<file path="src/rtl/pipeline_hazard_ctrl_if.sv">
// Hazard-control bundle between the pipeline datapath and the central sequencer.
// Carries raw hazard indications in, and stage enables/clears, halt and counters out.
// master = datapath side (drives hazards), slave = sequencer side (drives controls).
interface pipeline_hazard_ctrl_if #(
  parameter int CNT_W = 16
);
  logic             en;
  logic             ld_use_hazard;
  logic             mispredict;
  logic             dm_busy;
  logic             halt_ps4;
  logic             valid_ps4;
  logic             resume;
  logic [4:0]       en_stage;
  logic [4:0]       clear_stage;
  logic             halted;
  logic             dm_timeout;
  logic [CNT_W-1:0] cycle_cnt;
  logic [CNT_W-1:0] inst_cnt;
  logic [CNT_W-1:0] bubble_cnt;
  logic [CNT_W-1:0] flush_cnt;

  modport master (
    output en, ld_use_hazard, mispredict, dm_busy, halt_ps4, valid_ps4, resume,
    input  en_stage, clear_stage, halted, dm_timeout,
    input  cycle_cnt, inst_cnt, bubble_cnt, flush_cnt
  );

  modport slave (
    input  en, ld_use_hazard, mispredict, dm_busy, halt_ps4, valid_ps4, resume,
    output en_stage, clear_stage, halted, dm_timeout,
    output cycle_cnt, inst_cnt, bubble_cnt, flush_cnt
  );
endinterface

</file>
<file path="src/rtl/pipeline_hazard_ctrl.sv">
// Central 5-stage pipeline sequencer: resolves hazards into stage enables/clears, halt, counters.
// Latency: en_stage/clear_stage are same-cycle combinational; state, halted and counters update next clock.
// Backpressure: dm_busy freezes all stages; en=0 freezes everything including state and counters.
module pipeline_hazard_ctrl #(
  parameter int CNT_W      = 16,
  parameter int DM_TIMEOUT = 64
) (
  input logic                 clk,
  input logic                 rst_n,
  pipeline_hazard_ctrl_if.slave hz
);

  localparam int WD_W = $clog2(DM_TIMEOUT + 1);
  localparam logic [WD_W-1:0] WD_MAX = WD_W'(DM_TIMEOUT);

  typedef enum logic [1:0] {
    S_RUN       = 2'd0,
    S_LU_BUBBLE = 2'd1,
    S_DM_WAIT   = 2'd2,
    S_HALT      = 2'd3
  } state_e;

  state_e           state_q;
  logic             halted_q;
  logic             dm_timeout_q;
  logic [WD_W-1:0]  wd_q;
  logic [CNT_W-1:0] cycle_cnt_q;
  logic [CNT_W-1:0] inst_cnt_q;
  logic [CNT_W-1:0] bubble_cnt_q;
  logic [CNT_W-1:0] flush_cnt_q;

  logic [4:0]       en_stage_c;
  logic [4:0]       clear_stage_c;
  logic             take_halt;
  logic             take_busy;
  logic             take_flush;
  logic             take_bubble;
  logic [WD_W-1:0]  wd_inc;

  function automatic logic [CNT_W-1:0] sat_inc(input logic [CNT_W-1:0] v);
    return (&v) ? v : v + 1'b1;
  endfunction

  // Priority resolution of hazards into stage enables/clears for this cycle.
  always_comb begin
    en_stage_c    = 5'b00000;
    clear_stage_c = 5'b00000;
    take_halt     = 1'b0;
    take_busy     = 1'b0;
    take_flush    = 1'b0;
    take_bubble   = 1'b0;
    if (hz.en && state_q != S_HALT) begin
      if (hz.halt_ps4 && hz.valid_ps4) begin
        // Let WB commit the syscall; younger hazards are moot once halted.
        en_stage_c = 5'b11111;
        take_halt  = 1'b1;
      end else if (hz.dm_busy) begin
        // Full freeze; the datapath keeps any mispredict pending until busy drops.
        take_busy = 1'b1;
      end else if (hz.mispredict) begin
        en_stage_c    = 5'b11111;
        clear_stage_c = 5'b01110;
        take_flush    = 1'b1;
      end else if (hz.ld_use_hazard && state_q != S_LU_BUBBLE) begin
        // Compare is stale right after a bubble, so it is masked in LU_BUBBLE.
        en_stage_c    = 5'b11000;
        clear_stage_c = 5'b01000;
        take_bubble   = 1'b1;
      end else begin
        en_stage_c = 5'b11111;
      end
    end
  end

  assign wd_inc = (wd_q == WD_MAX) ? wd_q : wd_q + 1'b1;

  // Sequencer state, registered flags, watchdog and saturating counters.
  always_ff @(posedge clk or negedge rst_n) begin
    if (!rst_n) begin
      state_q      <= S_RUN;
      halted_q     <= 1'b0;
      dm_timeout_q <= 1'b0;
      wd_q         <= '0;
      cycle_cnt_q  <= '0;
      inst_cnt_q   <= '0;
      bubble_cnt_q <= '0;
      flush_cnt_q  <= '0;
    end else if (hz.en) begin
      if (state_q != S_HALT) cycle_cnt_q <= sat_inc(cycle_cnt_q);
      if (hz.valid_ps4 && en_stage_c[4]) inst_cnt_q <= sat_inc(inst_cnt_q);
      if (take_flush) flush_cnt_q <= sat_inc(flush_cnt_q);
      if (take_bubble) bubble_cnt_q <= sat_inc(bubble_cnt_q);

      if (state_q == S_HALT) begin
        if (hz.resume) begin
          state_q  <= S_RUN;
          halted_q <= 1'b0;
        end
      end else if (take_halt) begin
        state_q  <= S_HALT;
        halted_q <= 1'b1;
        wd_q     <= '0;
      end else if (take_busy) begin
        state_q <= S_DM_WAIT;
        wd_q    <= wd_inc;
        if (wd_inc == WD_MAX) dm_timeout_q <= 1'b1;
      end else if (take_bubble) begin
        state_q <= S_LU_BUBBLE;
        wd_q    <= '0;
      end else begin
        state_q <= S_RUN;
        wd_q    <= '0;
      end
    end
  end

  assign hz.en_stage    = en_stage_c;
  assign hz.clear_stage = clear_stage_c;
  assign hz.halted      = halted_q;
  assign hz.dm_timeout  = dm_timeout_q;
  assign hz.cycle_cnt   = cycle_cnt_q;
  assign hz.inst_cnt    = inst_cnt_q;
  assign hz.bubble_cnt  = bubble_cnt_q;
  assign hz.flush_cnt   = flush_cnt_q;

endmodule

</file>
<file path="src/flat_wrapper.sv">
// flat-port wrapper written by rule: the top's interface ports become plain ports
module pipeline_hazard_ctrl_flat 
#(
  parameter int CNT_W      = 16,
  parameter int DM_TIMEOUT = 64
)
  (clk, rst_n, hz_en, hz_ld_use_hazard, hz_mispredict, hz_dm_busy, hz_halt_ps4, hz_valid_ps4, hz_resume, hz_en_stage, hz_clear_stage, hz_halted, hz_dm_timeout, hz_cycle_cnt, hz_inst_cnt, hz_bubble_cnt, hz_flush_cnt);
  pipeline_hazard_ctrl_if #(.CNT_W(CNT_W)) hz_i ();
  input logic clk;
  input logic rst_n;
  input wire logic [$bits(hz_i.en)-1:0] hz_en;
  input wire logic [$bits(hz_i.ld_use_hazard)-1:0] hz_ld_use_hazard;
  input wire logic [$bits(hz_i.mispredict)-1:0] hz_mispredict;
  input wire logic [$bits(hz_i.dm_busy)-1:0] hz_dm_busy;
  input wire logic [$bits(hz_i.halt_ps4)-1:0] hz_halt_ps4;
  input wire logic [$bits(hz_i.valid_ps4)-1:0] hz_valid_ps4;
  input wire logic [$bits(hz_i.resume)-1:0] hz_resume;
  output wire logic [$bits(hz_i.en_stage)-1:0] hz_en_stage;
  output wire logic [$bits(hz_i.clear_stage)-1:0] hz_clear_stage;
  output wire logic [$bits(hz_i.halted)-1:0] hz_halted;
  output wire logic [$bits(hz_i.dm_timeout)-1:0] hz_dm_timeout;
  output wire logic [$bits(hz_i.cycle_cnt)-1:0] hz_cycle_cnt;
  output wire logic [$bits(hz_i.inst_cnt)-1:0] hz_inst_cnt;
  output wire logic [$bits(hz_i.bubble_cnt)-1:0] hz_bubble_cnt;
  output wire logic [$bits(hz_i.flush_cnt)-1:0] hz_flush_cnt;
  assign hz_i.en = hz_en;
  assign hz_i.ld_use_hazard = hz_ld_use_hazard;
  assign hz_i.mispredict = hz_mispredict;
  assign hz_i.dm_busy = hz_dm_busy;
  assign hz_i.halt_ps4 = hz_halt_ps4;
  assign hz_i.valid_ps4 = hz_valid_ps4;
  assign hz_i.resume = hz_resume;
  assign hz_en_stage = hz_i.en_stage;
  assign hz_clear_stage = hz_i.clear_stage;
  assign hz_halted = hz_i.halted;
  assign hz_dm_timeout = hz_i.dm_timeout;
  assign hz_cycle_cnt = hz_i.cycle_cnt;
  assign hz_inst_cnt = hz_i.inst_cnt;
  assign hz_bubble_cnt = hz_i.bubble_cnt;
  assign hz_flush_cnt = hz_i.flush_cnt;
  pipeline_hazard_ctrl #(.CNT_W(CNT_W), .DM_TIMEOUT(DM_TIMEOUT)) u_core (.clk(clk), .rst_n(rst_n), .hz(hz_i));
endmodule
</file>
<file path="config.mk">
export PLATFORM = sky130hd
export DESIGN_NAME = pipeline_hazard_ctrl_flat
export DESIGN_NICKNAME = d
export VERILOG_FILES = /design/src/rtl/pipeline_hazard_ctrl_if.sv /design/src/rtl/pipeline_hazard_ctrl.sv /design/src/flat_wrapper.sv
export SDC_FILE = /design/constraint.sdc
export NUM_CORES = 1
export LEC_CHECK = 0
export BUFFER_PORTS_ARGS = -buffer_cell sky130_fd_sc_hd__buf_2
export CORE_MARGIN = 1.5
export CORE_UTILIZATION = 30
export CTS_CLUSTER_DIAMETER = 50
export DETAILED_ROUTE_END_ITERATION = 12
export HOLD_SLACK_MARGIN = 0.05
export PLACE_DENSITY_LB_ADDON = 0.2
export SLEW_MARGIN = 10
export SYNTH_ARGS = -nofsm -noshare
export SYNTH_HDL_FRONTEND = slang
export SYNTH_SLANG_ARGS = --single-unit
export TNS_END_PERCENT = 50
</file>
<file path="constraint.sdc">
create_clock -name clk -period 2.2 [get_ports clk]
set_input_delay 0.44 -clock clk [delete_from_list [all_inputs] [get_ports clk]]
set_output_delay 0.44 -clock clk [all_outputs]
set_load 0.02 [all_outputs]
</file>
==> impl_summary.log, run 1 <==
[metrics] result of the run: finished clean
[metrics] average wire length per cell after detail routing: 13.6 um
[metrics] post-route fraction of the period consumed by the critical path: 95.5%
[metrics] worst setup path startpoint: u_core.state_q[1]
[metrics] full die area: 13100 um2
[metrics] worst-path maximum fanout: 4
[metrics] area growth from synthesis to layout: 26.6%
[metrics] switching portion of total power: 32.6%
[metrics] Skew-Pair Late Insertion Delay: 330 ps
[metrics] detailed placement HPWL: 6330 um
[metrics] Fin. Hold Viols: 0
[metrics] DRC: 0
[metrics] I/O pin count: 85
[metrics] height of the die: 114 um
[metrics] hold crit path type: input pin to async pin
[metrics] proportion of synthesized chip area in sequential cells: 50.3%
[metrics] GRT Util Overall: 14.0%
[metrics] maximum vdd ir drop: 0.000558 V
[metrics] leakage dissipation: 2.32 nW
[metrics] post-synthesis register bit count: 75
[metrics] clock period minus worst slack: 2100 ps
[metrics] Max stage delay on crit path: 410 ps
[metrics] count of port buffers added during placement: 82
[metrics] count of max-cap constraint violations: 0
[metrics] GP Congestion: 0.770
[metrics] synthesized area per cell: 10.5 um2
[metrics] endpoint arrival time on the critical path: 1660 ps
[metrics] sum of routed wire length over all layers: 8570 um
[metrics] CTS tree: built
[metrics] pin count of the biggest net entering global routing: 35
[metrics] number of iterations in the first detailed-routing pass: 4
[metrics] via count of the first global-routing pass: 2947
[metrics] Comb pwr share: 22.2%
[metrics] Post-Synthesis Cells: 356
[metrics] root buffer cell: sky130_fd_sc_hd__clkbuf_16
[metrics] clock network fraction of design power: 33.7%
[metrics] Setup CP Type: flip-flop to primary output
[metrics] post-route worst setup slack: 98.0 ps
[metrics] fill count: 1237
[metrics] capturing element type of the critical path: primary output
[metrics] Warnings, synthesis: 0
[metrics] Total Neg Setup Slack: 0 ps
[metrics] Internal Dissipation: 2.77 mW
[metrics] violation count after the first detailed-route iteration: 125
[metrics] maximum level of the CTS H-tree: 3
[metrics] post-detailed-route count of antenna-violating nets: 0
[metrics] Max-Slew Margin vs Limit: 66.9%
[metrics] Clock Sinks: 75
[metrics] share of post-route cells with drive strength above 1: 27.6%
[metrics] clock transition at the register clock pins on the worst setup and hold paths after CTS: 60 ps
[metrics] Final #Nets: 474
[metrics] antenna violations before repair: 0
[metrics] Max Fclk: 0.476 GHz
[metrics] Placeable Area: 12100 um2
[metrics] Via density: 4.74
[metrics] worst-case hold slack: 60.0 ps
[metrics] worst clock skew on the final layout: 5.18 ps
[metrics] Worst-Margin Slew: 492 ps
[metrics] CTS Buf Count: 9
[metrics] aggregate global routing overflow: 0
[metrics] first-pass GRT wire length: 14400 um
[metrics] effective utilization at floorplan: 30.9%
[metrics] distinct cell type count after synthesis: 44
[metrics] total number of placement rows: 40
[metrics] number of max-slew violations in the final report: 0
[metrics] number of antenna cells inserted: 0
[metrics] post-synthesis instance area: 3730 um2
[metrics] Reg-to-Reg Start: u_core.state_q[0]
[metrics] buffer levels on the longest clock path: 2
[metrics] data required time at the worst endpoint: 1760 ps
[metrics] ratio of total power to cell area: 871 nW/um2
[metrics] die width: 114 um
[metrics] Net Sw Power: 1.34 mW
[metrics] critical path's slowest cell: sky130_fd_sc_hd__dfrtp_1
[metrics] Final Util: 39.1%
[metrics] worst slack at placement: 145 ps
[metrics] setup-violating endpoint count in the final report: 0
[metrics] R2R depth: 5
[metrics] proportion of power drawn by flip-flops and latches: 44.1%
[metrics] Vias: 2991
[metrics] startpoint kind of the worst setup timing path: flip-flop
[metrics] critical path cell sequence: nand2b_1 -> and3b_2 -> a211oi_2 -> buf_4 -> buf_2
==> timing repair <==
action,in CTS,in global routing
setup endpoints to repair,3,3
resized for setup,1,1
hold buffers,0,0
buffers inserted,0,1
pin swaps,0,1
==> worst max-delay path, delay by kind of cell, from the launching register on <==
family / cells / cell delay, ps
DFF: 1 / 410
AOI/OAI and AO/OA: 1 / 210
and+or+nand+nor: 2 / 400
buffers and inverters: 2 / 320
==> cells by family after synthesis <==
| kind of cell | synth area share, % |
|---|---|
| AOI/OAI and AO/OA | 6.34 |
| other | 0.101 |
| and+or+nand+nor | 22.3 |
| adders and majority gates | 2.01 |
| muxes | 2.08 |
| xor gates and xnor gates | 14.1 |
| buffers and inverters | 2.72 |
| DFF | 50.3 |
==> cell type report <==
type | count | area (um2) | share of cell area [%]
timing repair buffer | 100 | 561 | 11.9
clock inverter | 2 | 10.0 | 0.212
tap | 168 | 210 | 4.45
sequential | 75 | 1880 | 39.7
inverter | 9 | 33.8 | 0.715
clock buffer | 13 | 270 | 5.72
multi-input combinational | 264 | 1760 | 37.3
==> power by group through the flow <==
stage	registers (mW)	clock network, mW	logic, mW
2_1_floorplan	2.01	0	0.378
3_3_place_gp	1.82	0	0.920
3_5_place_dp	1.83	0	0.920
4_1_cts	1.81	1.44	0.924
5_1_grt	1.86	1.49	1.01
6_report	1.81	1.39	0.913
==> flip-flops by register name, indices dropped and copies added (netlist names) <==
signal and count:
u_core.hz.bubble_cnt 16, u_core.hz.cycle_cnt 16, u_core.hz.dm_timeout 1, u_core.hz.flush_cnt 16, u_core.hz.halted 1, u_core.hz.inst_cnt 16, u_core.state_q 2, u_core.wd_q 7
==> cell usage after synthesis <==
cell type	count	area, um2
sky130_fd_sc_hd__nor4_2	1	12.5
sky130_fd_sc_hd__a21o_1	1	7.51
sky130_fd_sc_hd__clkbuf_1	1	3.75
sky130_fd_sc_hd__or3_1	3	18.8
sky130_fd_sc_hd__nor3_1	12	60.1
sky130_fd_sc_hd__nand4_1	19	119
sky130_fd_sc_hd__a31oi_2	1	12.5
sky130_fd_sc_hd__a31oi_1	2	12.5
sky130_fd_sc_hd__o31ai_1	2	15.0
sky130_fd_sc_hd__nor2_1	23	86.3
sky130_fd_sc_hd__xor2_1	27	236
sky130_fd_sc_hd__and2_1	2	12.5
sky130_fd_sc_hd__nand4b_1	1	8.76
sky130_fd_sc_hd__nand3_1	29	145
sky130_fd_sc_hd__nand2b_1	5	31.3
sky130_fd_sc_hd__a21oi_1	7	35.0
sky130_fd_sc_hd__and3b_1	1	8.76
sky130_fd_sc_hd__nor4bb_1	1	10.0
sky130_fd_sc_hd__o21ai_0	7	35.0
sky130_fd_sc_hd__nand2_1	33	124
sky130_fd_sc_hd__buf_4	7	52.6
sky130_fd_sc_hd__mux2_2	6	67.6
sky130_fd_sc_hd__or4_1	2	15.0
sky130_fd_sc_hd__buf_6	1	11.3
sky130_fd_sc_hd__a2111oi_4	1	27.5
sky130_fd_sc_hd__inv_1	9	33.8
sky130_fd_sc_hd__dfrtp_1	75	1880
sky130_fd_sc_hd__a21boi_0	1	7.51
sky130_fd_sc_hd__or2_4	2	17.5
sky130_fd_sc_hd__ha_1	6	75.1
sky130_fd_sc_hd__nor2b_1	2	12.5
sky130_fd_sc_hd__mux2i_1	1	10.0
sky130_fd_sc_hd__a22o_1	2	17.5
sky130_fd_sc_hd__a211oi_1	2	15.0
sky130_fd_sc_hd__xnor2_1	33	289
sky130_fd_sc_hd__or4b_1	1	10.0
sky130_fd_sc_hd__conb_1	1	3.75
sky130_fd_sc_hd__and3_1	9	56.3
sky130_fd_sc_hd__o211ai_1	3	22.5
sky130_fd_sc_hd__a21boi_2	1	11.3
sky130_fd_sc_hd__a41o_1	1	10.0
sky130_fd_sc_hd__and4_1	6	52.6
sky130_fd_sc_hd__a21boi_1	1	7.51
sky130_fd_sc_hd__nor4_1	5	31.3
==> per-stage QoR <==
| stage | instances | instance area [um2] | total power [mW] |
|---|---|---|---|
| CTS | 630 | 4710 | 4.17 |
| finish | 631 | 4720 | 4.11 |
| global placement | 615 | 4430 | 2.74 |
| detailed placement | 615 | 4430 | 2.75 |
| floorplan | 357 | 3730 | 2.38 |
| global route | 631 | 4720 | 4.35 |
==> cells in the final DEF, fill, tap and decap left out, drive strengths merged, types with 3 or more instances in the layout <==
cell and count:
dfrtp 75, nor2 23, o211ai 3, clkbuf 13
a21boi 3, xor2 27, nand2 33, and4 6
xnor2 33, nand2b 5, ha 6, nor4 6
mux2 6, a21oi 7, o21ai 7, inv 9
nor3 12, a31oi 3, and3 9, buf 100
or3 3, nand3 29, nand4 19
==> final timing paths <==
check                                     endpoint  slack [ps]
max                                 hz_en_stage[1]         100
min                        u_core.hz.flush_cnt[12]          60
max reg2reg                 u_core.hz.inst_cnt[15]         270
min reg2reg                   u_core.hz.dm_timeout         470
max in group asynchronous    u_core.hz.inst_cnt[1]        1560
min in group clk                  u_core.hz.halted         440
==> routing by layer <==
layer | wire length (um) | global-route usage [%] | up-vias
met2 | 3720 | 21.1 | 97
met3 | 548 | 3.23 | 16
met1 | 4130 | 19.0 | 1416
li1 | - | - | 1462
met5 | 0 | 0 | -
met4 | 171 | 6.67 | 0
No activity file was read; power rests on OpenSTA's default activity.
==> run 2, diff against run 1 <==
clock period = 1.7 ns   (was 2.2 ns; I/O delays follow)
==> run 2 against run 1 <==
  * The run now ends with negative setup slack left
  * Utilization grew 9.9 points
  * Sequential share of layout area shrank 7.7 points
  * Clock skew grew 1.5 ps
  * Critical endpoint is now hz_en_stage[2]
  * Final area grew 25%
  * Highest routed layer unchanged
==> impl_summary.log, run 2 (synthesis gave the netlist of run 1 again) <==
[metrics] Vias: 3307 (was 2991)
[metrics] effective utilization at floorplan: 30.9% (unchanged)
[metrics] maximum level of the CTS H-tree: 3 (unchanged)
[metrics] pin count of the biggest net entering global routing: 42 (was 35)
[metrics] Critical Path Stages: 4 (was 5)
[metrics] count of buffer and inverter cells on the critical path: 1 (was 2)
[metrics] first-pass GRT wire length: 16100 um (was 14400 um)
[metrics] critical path cell sequence: nand2b_4 -> and3b_2 -> a211oi_4 -> buf_6 (was nand2b_1 -> and3b_2 -> a211oi_2 -> buf_4 -> buf_2)
[metrics] post-route worst setup slack: -258 ps (was 98.0 ps)
[metrics] proportion of power drawn by flip-flops and latches: 35.3% (was 44.1%)
[metrics] R2R depth: 6 (was 5)
[metrics] Max Fclk: 0.511 GHz
[metrics] Internal Dissipation: 4.43 mW (was 2.77 mW)
[metrics] Placeable Area: 12100 um2 (unchanged)
[metrics] placed cells: 681 (was 615)
[metrics] root buffer cell: sky130_fd_sc_hd__clkbuf_16 (unchanged)
[metrics] Comb pwr share: 28.5% (was 22.2%)
[metrics] Fin. Hold Viols: 0 (unchanged)
[metrics] post-route fraction of the period consumed by the critical path: 115%
[metrics] clock transition at the register clock pins on the worst setup and hold paths after CTS: 50 ps (was 60 ps)
[metrics] internal reg-to-reg setup slack: -130 ps (was 270 ps)
[metrics] data required time at the worst endpoint: 1360 ps (was 1760 ps)
[metrics] worst setup path startpoint: u_core.state_q[1] (unchanged)
[metrics] Clock Sinks: 75 (unchanged)
[metrics] die width: 114 um (unchanged)
[metrics] worst clock skew on the final layout: 6.71 ps (was 5.18 ps)
[metrics] number of max-slew violations in the final report: 0 (unchanged)
[metrics] number of iterations in the first detailed-routing pass: 4 (unchanged)
[metrics] buffer levels on the longest clock path: 2 (unchanged)
[metrics] GP Congestion: 0.771 (was 0.770)
[metrics] result of the run: complete, but fails checks (was finished clean)
[metrics] DRC: 0 (unchanged)
[metrics] worst min-delay path startpoint: hz_resume
[metrics] depth of the worst hold-timing path: 4
[metrics] leading cell type in the layout, fill and taps excluded: sky130_fd_sc_hd__buf_4 (was sky130_fd_sc_hd__buf_2)
[metrics] violated checks: negative setup slack
[metrics] area growth from synthesis to layout: 58.7% (was 26.6%)
[metrics] ratio of total power to cell area: 1080 nW/um2 (was 871 nW/um2)
[metrics] worst-path maximum fanout: 4 (unchanged)
[metrics] Via density: 4.64 (was 4.74)
[metrics] switching portion of total power: 30.6% (was 32.6%)
[metrics] Skew-Pair Late Insertion Delay: 340 ps (was 330 ps)
[metrics] critical path's slowest cell: sky130_fd_sc_hd__dfrtp_1 (unchanged)
[metrics] Reg-to-Reg Start: u_core.wd_q[1] (was u_core.state_q[0])
[metrics] detailed placement HPWL: 7100 um (was 6330 um)
[metrics] kind of cell adding the most delay to the critical path: flip-flops (unchanged)
[metrics] height of the die: 114 um (unchanged)
[metrics] count of port buffers added during placement: 82 (unchanged)
[metrics] average wire length per cell after detail routing: 14.0 um (was 13.6 um)
[metrics] Final #Nets: 555 (was 474)
[metrics] startpoint kind of the worst setup timing path: flip-flop (unchanged)
[metrics] via count of the first global-routing pass: 3306 (was 2947)
[metrics] capturing element type of the critical path: primary output (unchanged)
[metrics] aggregate global routing overflow: 0 (unchanged)
[metrics] worst-case hold slack: 393 ps (was 60.0 ps)
[metrics] I/O pin count: 85 (unchanged)
[metrics] leakage dissipation: 2.94 nW (was 2.32 nW)
[metrics] CTS tree: built (unchanged)
[metrics] GRT Util Overall: 15.8% (was 14.0%)
[metrics] CTS Buf Count: 9 (unchanged)
[metrics] Final Non-Filler Cells: 713 (was 631)
[metrics] number of antenna cells inserted: 0 (unchanged)
[metrics] commonest cells after routing, fill and taps aside: 89 x sky130_fd_sc_hd__buf_4, 73 x sky130_fd_sc_hd__buf_2, 61 x sky130_fd_sc_hd__dfrtp_1, 30 x sky130_fd_sc_hd__xnor2_1, 27 x sky130_fd_sc_hd__nand2_1 (was 81 x sky130_fd_sc_hd__buf_2, 75 x sky130_fd_sc_hd__dfrtp_1, 33 x sky130_fd_sc_hd__nand2_1, 33 x sky130_fd_sc_hd__xnor2_1, 29 x sky130_fd_sc_hd__nand3_1)
[metrics] dpl cell area: 4990 um2 (was 4430 um2)
[metrics] violation count after the first detailed-route iteration: 85 (was 125)
[metrics] post-detailed-route count of antenna-violating nets: 0 (unchanged)
[metrics] endpoint arrival time on the critical path: 1620 ps (was 1660 ps)
[metrics] sum of routed wire length over all layers: 9990 um (was 8570 um)
[metrics] maximum vdd ir drop: 0.000533 V (was 0.000558 V)
[metrics] setup-violating endpoint count in the final report: 23 (was 0)
[metrics] hold crit path type: input pin to flip-flop (was input pin to async pin)
[metrics] share of post-route cells with drive strength above 1: 50.5% (was 27.6%)
[metrics] total chip power: 6.38 mW (was 4.11 mW)
[metrics] clock period minus worst slack: 1960 ps
[metrics] count of max-cap constraint violations: 0 (unchanged)
[metrics] clock network fraction of design power: 36.3% (was 33.7%)
[metrics] Setup CP Type: flip-flop to primary output (unchanged)
[metrics] antenna violations before repair: 0 (unchanged)
[metrics] full die area: 13100 um2 (unchanged)
[metrics] total number of placement rows: 40 (unchanged)
[metrics] post-route standard cell area excluding fillers: 5920 um2 (was 4720 um2)
[metrics] Max stage delay on crit path: 400 ps (was 410 ps)
[metrics] RSZ-0062 raised after global routing: true
[metrics] Net Sw Power: 1.95 mW (was 1.34 mW)
[run 2: changes by cell type in the layout (fill, tap and decap cells not counted), sizes merged]
cell / previous run / this run
dlygate4sd3: 0 / 1
bufinv: 0 / 3
clkbuf: 13 / 12
clkinv: 2 / 1
buf: 100 / 180
[run 2: per-layer routing]
| metal | GRT usage [%] | part of all wire [%] |
|---|---|---|
| met1 | 19.5 | 45 |
| met4 | 7.50 | 2.0 |
| met3 | 3.23 | 3.1 |
| met5 | 0 | 0 |
| met2 | 26.4 | 50 |
[run 2: timing repair]
item / 4_1_cts / 5_1_grt
cloned: 0 / 0
endpoints found under the setup margin: 25 / 67
setup buffers: 8 / 7
resized for setup: 44 / 55
hold buffers: 1 / 0
endpoints found under the hold margin: 20 / 0
pin swaps: 11 / 32
[run 2: worst min-delay path: cells and delay by family]
family,cells,cell delay [ps]
AO/OA/AOI/OAI,1,80
buffers and inverters,1,100
AND/OR/NAND/NOR,2,170
[run 2: cell type report]
| type | count | area (um2) |
|---|---|---|
| well taps | 168 | 210 |
| multi-input cells | 264 | 2160 |
| clock buffers | 12 | 267 |
| flip-flops and latches | 75 | 1890 |
| clock inverters | 4 | 95.1 |
| inverters | 9 | 33.8 |
| repair buffers | 181 | 1250 |
| fillers | 1141 | 6140 |
[run 2: through the flow]
| step | util, % | TNS, ps | setup WS [ps] |
|---|---|---|---|
| 2_1_floorplan | - | -952 | -138 |
| 3_3_place_gp | 41.4 | -723 | -110 |
| 3_5_place_dp | 41.4 | -1250 | -171 |
| 4_1_cts | 46.4 | -2190 | -282 |
| 5_1_grt | 49.1 | -5570 | -315 |
| 6_report | 49.1 | -2270 | -258 |
[run 2: power by group through the flow]
stage / sequential (mW) / clock [mW] / combinational [mW]
3_3_place_gp: 2.27 / 0 / 1.64
5_1_grt: 2.29 / 2.44 / 1.99
3_5_place_dp: 2.28 / 0 / 1.67
2_1_floorplan: 2.62 / 0 / 0.520
6_report: 2.25 / 2.32 / 1.82
4_1_cts: 2.25 / 2.37 / 1.77
[run 2: path summary, 6_finish.rpt]
path	to
max	hz_en_stage[2]
max in group asynchronous	u_core.hz.inst_cnt[6]
max reg2reg	u_core.hz.dm_timeout
min in group asynchronous	u_core.hz.flush_cnt[5]
min	u_core.state_q[0]
min reg2reg	u_core.hz.dm_timeout
==> run 3, diff against run 2 <==
BUFFER_PORTS_ARGS = unset   (was -buffer_cell sky130_fd_sc_hd__buf_2)
DONT_BUFFER_PORTS = 1   (was unset)
MAX_ROUTING_LAYER = met4   (was unset)
==> run 3 against run 2 <==
  * The flow finishes with violations (negative hold slack, negative setup slack)
  * Global-route usage decreased by 0.16 points
  * Utilization shrank 2.5 points
  * Final area fell by 5.1%
  * Die area unchanged
  * Final cell count shrank 8.1%
  * Hold slack worse by 700 ps
  * Sequential power is essentially flat
  * Sequential cell count unchanged
  * Critical path depth is the same
  * Total power down 7.1%
  * Wire length decreased by 4.0%
  * Largest cell class unchanged
==> impl_summary.log, run 3 (synthesis gave the netlist of run 1 again) <==
[metrics] result of the run: complete, but fails checks (unchanged)
[metrics] violated checks: negative hold slack, negative setup slack (was negative setup slack)
[metrics] post-route worst setup slack: -229 ps (was -258 ps)
[metrics] pin count of the biggest net entering global routing: 76 (was 42)
[metrics] Fin. Hold Viols: 75 (was 0)
[metrics] total chip power: 5.93 mW (was 6.38 mW)
[metrics] routed length on met2: 4730 um (was 4980 um)
[metrics] proportion of power drawn by flip-flops and latches: 37.9% (was 35.3%)
[metrics] GRT Util Overall: 15.6% (was 15.8%)
[metrics] switching portion of total power: 30.8% (was 30.6%)
[metrics] Clock Sinks: 75 (unchanged)
[metrics] number of antenna cells inserted: 0 (unchanged)
[metrics] DRC: 0 (unchanged)
[metrics] RSZ-0062 raised after global routing: true (unchanged)
[metrics] Max Fclk: 0.518 GHz (was 0.511 GHz)
[metrics] die width: 114 um (unchanged)
[metrics] clock period minus worst slack: 1930 ps (was 1960 ps)
[metrics] capturing element type of the critical path: primary output (unchanged)
[metrics] antenna violations before repair: 0 (unchanged)
[metrics] share of post-route cells with drive strength above 1: 44.8% (was 50.5%)
[metrics] via count of the first global-routing pass: 3189 (was 3306)
[metrics] endpoint arrival time on the critical path: 1590 ps (was 1620 ps)
[metrics] Setup CP Type: flip-flop to primary output (unchanged)
[metrics] post-route fraction of the period consumed by the critical path: 113% (was 115%)
[metrics] count of max-cap constraint violations: 0 (unchanged)
[metrics] Total Neg Setup Slack: -2740 ps (was -2270 ps)
[metrics] maximum level of the CTS H-tree: 3 (unchanged)
[metrics] DR top layer: met4 (unchanged)
[metrics] data required time at the worst endpoint: 1360 ps (about the same)
[metrics] worst clock skew on the final layout: 5.51 ps (was 6.71 ps)
[metrics] worst-case hold slack: -311 ps (was 393 ps)
[metrics] violation count after the first detailed-route iteration: 83 (was 85)
[metrics] ratio of total power to cell area: 1060 nW/um2 (was 1080 nW/um2)
[metrics] average wire length per cell after detail routing: 14.6 um (was 14.0 um)
[metrics] Vias: 3109 (was 3307)
[metrics] startpoint kind of the worst setup timing path: flip-flop (unchanged)
[metrics] maximum vdd ir drop: 0.000424 V (was 0.000533 V)
[metrics] Comb pwr share: 27.8% (was 28.5%)
[metrics] GP Congestion: 0.823 (was 0.771)
[metrics] placed cells: 625 (was 681)
[metrics] buffer levels on the longest clock path: 2 (unchanged)
[metrics] number of iterations in the first detailed-routing pass: 5 (was 4)
[metrics] Net Sw Power: 1.83 mW (was 1.95 mW)
[metrics] Skew-Pair Late Insertion Delay: 340 ps (about the same)
[metrics] height of the die: 114 um (unchanged)
[metrics] Internal Dissipation: 4.11 mW (was 4.43 mW)
[metrics] leakage dissipation: 2.62 nW (was 2.94 nW)
[metrics] count of port buffers added during placement: 0 (was 82)
[metrics] Final Non-Filler Cells: 655 (was 713)
[metrics] worst slack at placement: -116 ps (was -171 ps)
[metrics] sum of routed wire length over all layers: 9590 um (was 9990 um)
[metrics] sum of met3 wire segment lengths after detailed routing: 438 um (was 314 um)
[metrics] I/O pin count: 85 (unchanged)
[metrics] area growth from synthesis to layout: 50.7% (was 58.7%)
[metrics] setup-violating endpoint count in the final report: 33 (was 23)
[metrics] Final #Nets: 498 (was 555)
[metrics] worst-path maximum fanout: 3 (was 4)
[metrics] clock network fraction of design power: 34.3% (was 36.3%)
[metrics] post-detailed-route count of antenna-violating nets: 0 (unchanged)
[metrics] full die area: 13100 um2 (unchanged)
[metrics] root buffer cell: sky130_fd_sc_hd__clkbuf_16 (unchanged)
[metrics] CTS tree: built (unchanged)
[metrics] Placeable Area: 12100 um2 (unchanged)
[metrics] aggregate global routing overflow: 0 (unchanged)
[metrics] CTS Buf Count: 9 (unchanged)
[metrics] total number of placement rows: 40 (unchanged)
[metrics] multi-input combinational cell area: 2160 um2 (about the same)
[metrics] hold crit path type: input pin to async pin (was input pin to flip-flop)
[metrics] fill count: 1133 (was 1141)
[metrics] routed metal-1 wirelength: 4190 um (was 4500 um)
[metrics] effective utilization at floorplan: 30.9% (unchanged)
[metrics] first-pass GRT wire length: 15300 um (was 16100 um)
[metrics] sequential cell area: 1890 um2 (unchanged)
[metrics] leading cell type in the layout, fill and taps excluded: sky130_fd_sc_hd__buf_4 (unchanged)
[metrics] Worst-Margin Slew: 599 ps
[metrics] number of max-slew violations in the final report: 0 (unchanged)
[metrics] Max-Slew Margin vs Limit: 59.7%
[metrics] detailed placement HPWL: 6770 um (was 7100 um)
[metrics] clock transition at the register clock pins on the worst setup and hold paths after CTS: 60 ps (was 50 ps)
[metrics] commonest cells after routing, fill and taps aside: 110 x sky130_fd_sc_hd__buf_4, 61 x sky130_fd_sc_hd__dfrtp_1, 32 x sky130_fd_sc_hd__xnor2_1, 29 x sky130_fd_sc_hd__nand2_1, 26 x sky130_fd_sc_hd__xor2_1 (was 89 x sky130_fd_sc_hd__buf_4, 73 x sky130_fd_sc_hd__buf_2, 61 x sky130_fd_sc_hd__dfrtp_1, 30 x sky130_fd_sc_hd__xnor2_1, 27 x sky130_fd_sc_hd__nand2_1)
[metrics] Via density: 4.75 (was 4.64)
## run 3: changes by cell type in the layout (fill, tap and decap cells not counted), sizes merged
cell         previous run  this run
buf                   180       124
bufinv                  3         2
clkbuf                 12        13
clkinv                  1         0
dlygate4sd3             1         0
## run 3: metrics by stage
stage / utilization, % / area [um2] / hold WS [ps]
final: 46.6 / 5620 / -311
after global routing: 46.6 / 5620 / -334
after CTS: 43.9 / 5300 / -331
after detailed placement: 39.7 / 4790 / 46.0
after global placement: 39.7 / 4790 / 46.0
after floorplan: - / 3800 / 44.4
## run 3: metal layers
layer  global-route usage [%]  vias to the layer above
met5                        -                        -
met4                     8.17                        0
met3                     4.39                       16
met2                     24.9                       60
met1                     18.0                     1525
li1                         -                     1508
## run 3: layout make-up
type	instances	share of cell area, %
Clock inverter	2	1.07
Inverter	9	0.601
Timing Repair Buffer	124	17.9
Clock buffer	13	4.45
Sequential cell	75	33.7
Multi-Input combinational cell	264	38.5
Tap cell	168	3.74
## run 3: power by group through the flow
stage | clock (mW) | sequential (mW) | combinational (mW)
3_3_place_gp | 0 | 2.27 | 1.48
3_5_place_dp | 0 | 2.27 | 1.50
4_1_cts | 2.11 | 2.25 | 1.58
2_1_floorplan | 0 | 2.62 | 0.520
5_1_grt | 2.17 | 2.28 | 1.78
6_report | 2.04 | 2.25 | 1.65
## run 3: critical path: stages (launching register included)
cell                       delay (ps)
sky130_fd_sc_hd__dfrtp_1          410
sky130_fd_sc_hd__nand2b_4         160
sky130_fd_sc_hd__and3b_2          230
sky130_fd_sc_hd__a211oi_4         260
sky130_fd_sc_hd__buf_12           180
## run 3: timing repair
item | 4_1_cts | 5_1_grt
gates resized for setup | 32 | 58
setup buffers | 6 | 9
hold endpoints to repair | 75 | 75
setup endpoints to repair | 38 | 63
pin swaps | 11 | 29
## run 3: worst paths after layout
| check | from | end | slack [ps] | depth (start not counted) |
|---|---|---|---|---|
| min in group clk | hz_en | u_core.hz.halted | 200 | 2 |
| max reg2reg | u_core.state_q[1] | u_core.hz.cycle_cnt[11] | -150 | 9 |
| min | rst_n | u_core.hz.flush_cnt[9] | -310 | 0 |
| max in group asynchronous | rst_n | u_core.hz.dm_timeout | 1870 | 0 |
| max | u_core.state_q[1] | hz_en_stage[1] | -230 | 4 |
| min reg2reg | u_core.wd_q[6] | u_core.wd_q[6] | 550 | 1 |
